## config.mk

```make
export PLATFORM = sky130hd
export DESIGN_NAME = timer_arbiter
export DESIGN_NICKNAME = d
export VERILOG_FILES = /design/src/rtl/timer_arbiter.sv
export SDC_FILE = /design/constraint.sdc
export NUM_CORES = 1
export LEC_CHECK = 0
export CORE_ASPECT_RATIO = 1.75
export CORE_MARGIN = 4
export CORE_UTILIZATION = 44
export DETAILED_ROUTE_END_ITERATION = 7
export PLACE_DENSITY_LB_ADDON = 0.25
export SLEW_MARGIN = 20
export SYNTH_ARGS = -nofsm -noshare
export SYNTH_HDL_FRONTEND = slang
export SYNTH_SLANG_ARGS = --single-unit
```

## constraint.sdc

```tcl
create_clock -name clk -period 2.3 [get_ports clk]
set_input_delay 0.345 -clock clk [delete_from_list [all_inputs] [get_ports clk]]
set_output_delay 0.345 -clock clk [all_outputs]
set_load 0.03 [all_outputs]
```

## src/rtl/timer_arbiter.sv

```systemverilog
// timer_arbiter: round-robin owner of one shared WIDTH-bit down-counter.
// Requesters hold req high with a duration. The winner is latched and the
// counter runs. Completion is a single-cycle done pulse to the owner. All
// state advances on the falling edge of clk.
module timer_arbiter #(
  parameter  int N_REQ = 4,
  parameter  int WIDTH = 4,
  localparam int IDXW  = $clog2(N_REQ)
) (
  input  logic                   clk,
  input  logic                   reset,
  input  logic [N_REQ-1:0]       req,
  input  logic [N_REQ*WIDTH-1:0] dur,
  output logic [N_REQ-1:0]       grant,
  output logic [IDXW-1:0]        owner,
  output logic                   busy,
  output logic [WIDTH-1:0]       count,
  output logic [N_REQ-1:0]       done
);

  typedef enum logic [1:0] {IDLE, RUN, DONE} state_t;

  state_t            state_q;
  logic [IDXW-1:0]   ptr_q;
  logic [N_REQ-1:0]  grant_q;
  logic [IDXW-1:0]   owner_q;
  logic              busy_q;
  logic [WIDTH-1:0]  count_q;
  logic [N_REQ-1:0]  done_q;

  // Per-requester duration view, so the winner's value is a plain array pick.
  logic [WIDTH-1:0] dur_a [N_REQ];
  for (genvar i = 0; i < N_REQ; i++) begin : g_dur
    assign dur_a[i] = dur[i*WIDTH +: WIDTH];
  end

  // Round-robin search starting at ptr_q. The loop runs backwards so that the
  // closest asserted request to the pointer is the last one written.
  logic             found;
  logic [IDXW-1:0]  win;
  logic [IDXW-1:0]  cand;
  always_comb begin
    found = 1'b0;
    win   = '0;
    cand  = '0;
    for (int k = N_REQ - 1; k >= 0; k--) begin
      cand = IDXW'((int'(ptr_q) + k) % N_REQ);
      if (req[cand]) begin
        found = 1'b1;
        win   = cand;
      end
    end
  end

  // One-hot form of the winner, loaded straight into grant.
  logic [N_REQ-1:0] win_oh;
  always_comb begin
    win_oh      = '0;
    win_oh[win] = 1'b1;
  end

  // Pointer moves one past the finishing owner, wrapping for any N_REQ.
  logic [IDXW-1:0] ptr_nxt;
  assign ptr_nxt = (owner_q == IDXW'(N_REQ - 1)) ? '0 : owner_q + IDXW'(1);

  // Arbitration / countdown FSM; all outputs come straight from registers.
  always_ff @(negedge clk) begin
    if (reset) begin
      state_q <= IDLE;
      ptr_q   <= '0;
      grant_q <= '0;
      owner_q <= '0;
      busy_q  <= 1'b0;
      count_q <= '0;
      done_q  <= '0;
    end else begin
      case (state_q)
        IDLE: begin
          done_q <= '0;
          if (found) begin
            state_q <= RUN;
            grant_q <= win_oh;
            owner_q <= win;
            busy_q  <= 1'b1;
            count_q <= dur_a[win];
          end else begin
            grant_q <= '0;
            busy_q  <= 1'b0;
            count_q <= '0;
          end
        end
        RUN: begin
          if (!req[owner_q]) begin
            // Abort wins over terminal count: no done pulse.
            state_q <= IDLE;
            grant_q <= '0;
            busy_q  <= 1'b0;
            count_q <= '0;
            ptr_q   <= ptr_nxt;
          end else if (count_q == '0) begin
            state_q <= DONE;
            done_q  <= grant_q;
          end else begin
            count_q <= count_q - WIDTH'(1);
          end
        end
        DONE: begin
          // Exactly one cycle here whatever req does.
          state_q <= IDLE;
          grant_q <= '0;
          busy_q  <= 1'b0;
          count_q <= '0;
          done_q  <= '0;
          ptr_q   <= ptr_nxt;
        end
        default: begin
          state_q <= IDLE;
          grant_q <= '0;
          busy_q  <= 1'b0;
          count_q <= '0;
          done_q  <= '0;
        end
      endcase
    end
  end

  assign grant = grant_q;
  assign owner = owner_q;
  assign busy  = busy_q;
  assign count = count_q;
  assign done  = done_q;

endmodule

```

==> results.md <==
Routing:
- The post-detailed-route wirelength per cell is about 22 um.
- The number of DRC markers after the initial detailed-route iteration is 70.
- The met2 wire length is between 2 and 3 mm.
- Dividing the detail-routed via count by the number of cells gives approximately 5.8.
- Detailed routing inserted a total of between 1,000 and 1,500 vias.
- The top layer used by detailed routing is met4.
- The number of search-and-repair iterations in the first detailed-routing pass is 4.
- For this block, the routed nets add up to ~5.4 mm of wire.
- After detailed routing, the met3 layer carries 316 um of wire.
- For this run, design rule violations remaining after detail routing come to 0.
- For this block, wires on met1 add up to around 1.8 mm.
- The number of nets with antenna violations after routing is 0.

Outcome:
- The final reports fail on negative setup slack.
- The run finished, with violations left.

STA:
- Setup repair after global routing could not meet its margin everywhere.
- Setup violations remaining at the end of the flow were counted as 29.
- Across all setup checks in the final design, the least slack found is -0.397 ns.
- Across all hold checks on the routed design, the worst slack comes to 0.477 ns.
- The final number of max-transition violations is 0.
- On the final layout, the worst clock skew is approximately 0.051 ns.
- The worst slew slack as a fraction of its limit is about three quarters.
- The final number of hold-violating endpoints came to 0.
- The pin slew with the least headroom to its limit is approximately 0.37 ns.

Placed design:
- The count of buffers added on input and output ports is 36.
- The final estimated routing congestion in global placement is 0.754.
- In this run the cell area measured after placement is approximately 1600 sq um.
- After detailed placement, the design holds a cell count of 199.
- Detailed placement ended at an HPWL of ~2.4 mm.

Power and ir drop:
- The part of the power in registers is about a quarter.
- The clock network accounts for around 34% of the total power.
- Cell internal power was estimated by the tool at 1.02 mW.
- The power spent charging and discharging nets is ~690 uW.
- The overall power after layout is between 1.5 and 2 mW.
- The worst supply voltage drop on vdd is a little under 0.0008 V.
- The relative contribution of combinational cells to total power is a little over two fifths.
- The total power density per cell area is ~790 nW/um^2.
- The fraction of power spent switching nets is about two fifths.
- Summed over all cells, the static leakage comes to 0.980 nW.

Synth:
- The largest total area in the synthesized netlist belongs to dfxtp_1.
- Among all flip-flop cells after synthesis, the most frequent one is dfxtp_1.
- The number of synthesized register bits is 19.
- The summed instance area of the synthesized netlist is about 1000 sq um.
- The yosys synthesis warning count is 0.
- By count the netlist is led by dfxtp_1, nor2_1, a21oi_1.
- When the netlist entered floorplanning its net count stood at ~140.
- In the post-synthesis netlist, the cell with the most instances is dfxtp_1.
- The average size of a mapped cell is between 8 and 9 sq um.
- The area share of the largest cell type after synthesis is 36.5%.
- Synthesis instantiated 32 different standard cells from the library.
- After synthesis, the share of flip-flops with an asynchronous set or reset is 0%.
- The share of the yosys chip area belonging to registers is ~36%.
- After synthesis, the cell types taking the most area are dfxtp_1, mux2i_1, a21oi_1.
- Synthesis produced roughly 120 cells.
- The number of enable-type register cells in the synthesized netlist is 0.

Floorplanning:
- The floorplan step set the die height to about 72 um.
- Measured along the x axis, the die boundary spans 44.8 um.
- The placement row count is 23.
- Pin placement for this block handled 37 I/O pins.
- The core region is 2270 sq um.
- Once the floorplan was initialized, standard cells occupied about 46% of the core.
- The floorplan step defined a die boundary enclosing ~3200 sq um.

Global route:
- The pin count of the biggest net entering global routing is 12.
- The first global-routing pass estimated between 6 and 7 mm of wire.
- The remaining global-route overflow is 0.
- The number of antenna violations at the first check in global routing is 0.
- The number of global-route vias before repair is approximately 1,500.
- The total routing usage reported by global routing is 28.2%.

CTS:
- The total clock buffers created by CTS is 3.
- The clock transition at the registers of the reported paths is around 0.030 ns.
- The buffer depth of the longest clock path is 2.
- CTS saw 19 sinks.
- The cell sitting at the root of the clock tree is a clkbuf_8.
- The clock insertion delay at the later pin of the skew report is between 0.3 and 0.4 ns.
- The CTS tree is done.
- For this design, the CTS-stage hold fixing added 0 buffers.
- The count of H-tree levels built during CTS is 1.

Worst setup path:
- The largest single stage delay on the critical path is 0.29 ns.
- The worst-path cell with the longest stage delay is nor4_4.
- The launching point of the worst reg2reg path is ptr_q[1].
- STA puts the critical path data required time at between 1 and 1.5 ns.
- For the worst setup path, the data arrival time is about 1.8 ns.
- The critical path buffer and inverter count is 4.
- The worst setup path is captured at a register.
- Of all nets on the critical path, the largest fanout is 4.
- On the critical path the largest part of the delay comes from buffers and inverters.
- The timing startpoint of the critical path is req[0].
- The worst setup path is launched from a primary input.
- The critical path start-end classification is in2reg.
- Traced cell by cell, the critical path runs through buf_8 > buf_6 > mux2i_1 > nor2_1 > buf_4 > nor4_4 > buf_4 > a22oi_2 > nor2_1.

Finish:
- The area growth from synthesis to final layout is 109%.
- At the end of the flow, the number of nets in the layout was 243.
- The fraction of final layout cells with drive strength greater than 1 is a little under three fifths.
- The number of antenna diodes in the final layout is 0.
- The cell area after layout is 2180 sq um.
- The number of cells in the finished layout apart from fillers is 242.

Worst hold path:
- The worst hold path begins at done[1].
- The min-delay analysis places its worst path in the category reg2reg.

Flow run:
- The max-capacitance violation count is 0.
## kinds of logic (layout without fill, tap and decap cells)
family | Yosys count | count (layout) | share of synthesized area, %
AO/OA/AOI/OAI | 27 | 27 | 16.9
XOR/XNOR | 2 | 2 | 1.68
multiplexers | 15 | 15 | 17.0
buffers and inverters | 9 | 110 | 3.96
adder cells (fa/ha/maj) | 3 | 3 | 3.60
AND/OR/NAND/NOR | 41 | 41 | 20.3
flip-flops | 19 | 19 | 36.5
## per-layer routing
layer / up-vias / track usage [%]
met5: - / 0
met2: 78 / 53.0
met4: 0 / 16.0
li1: 616 / -
met1: 675 / 25.2
met3: 26 / 7.69
## registers in the layout (all words and copies together), names as in the netlist
name	count
state_q	2
ptr_q	2
count	4
grant	4
done	4
owner	2
busy	1
## worst reg2reg max path, stage by stage (launching register included)
cell and delay [ns]:
dfxtp_1 0.56, mux2i_1 0.34, nor2_1 0.15, buf_4 0.17, nor4_4 0.29, buf_4 0.19, a22oi_2 0.08, nor2_1 0.13
## cell usage in the layout (no fill, tap or decap), types with 2 or more instances in the layout
master           netlist  layout
buf_4                  0      34
buf_6                  1      27
inv_1                  6      23
clkdlybuf4s50_1        0      17
nor2_1                16      13
nand2_1               10       9
dfxtp_2                0       9
mux2i_1                8       8
a21oi_2                2       7
a21oi_1               12       6
a22oi_2                0       6
dfxtp_4                0       6
nand3_1                4       4
buf_8                  0       4
dfxtp_1               19       4
mux2_4                 2       3
mux2_2                 4       3
ha_1                   3       3
clkbuf_8               0       3
nor3b_2                1       2
nor2_2                 0       2
nor3b_4                1       2
o21ai_2                0       2
xor2_1                 2       2
## metrics by stage
step	setup WS, ns	util (%)	setup TNS, ns
global placement	-1.02	69.9	-15.82
CTS	-0.249	88.6	-2.32
finish	-0.397	95.7	-4.41
detailed placement	-1.10	69.9	-16.62
global route	-0.394	95.7	-4.87
floorplan	-0.395	-	-4.18
## cell type report
type / count / area, sq um
sequential: 19 / 414
multi-input combinational: 88 / 777
timing repair buffer: 82 / 790
fill: 53 / 97.6
clock buffer: 3 / 41.3
tap: 25 / 31.3
clock inverter: 20 / 101
inverter: 5 / 21.3
## timing repair
action,4_1_cts,5_1_grt
endpoints found under the setup margin,34,31
setup buffers,13,12
pin swaps,15,15
resized for setup,83,26
## power groups by stage
stage	clock network (mW)	logic, mW	registers (mW)
final	0.573	0.730	0.409
after global routing	0.599	0.759	0.412
after CTS	0.494	0.616	0.405
after detailed placement	0.0532	0.486	0.408
after global placement	0.0532	0.473	0.407
after floorplan	0.0532	0.228	0.453
## final timing paths
path | to | slack, ns | cells past startpoint
min reg2reg | done[1] | 0.48 | 2
max reg2reg | grant[1] | 0.26 | 7
min | done[1] | 0.48 | 2
max | grant[1] | -0.40 | 9
No activity file was read; power rests on OpenSTA's default activity.
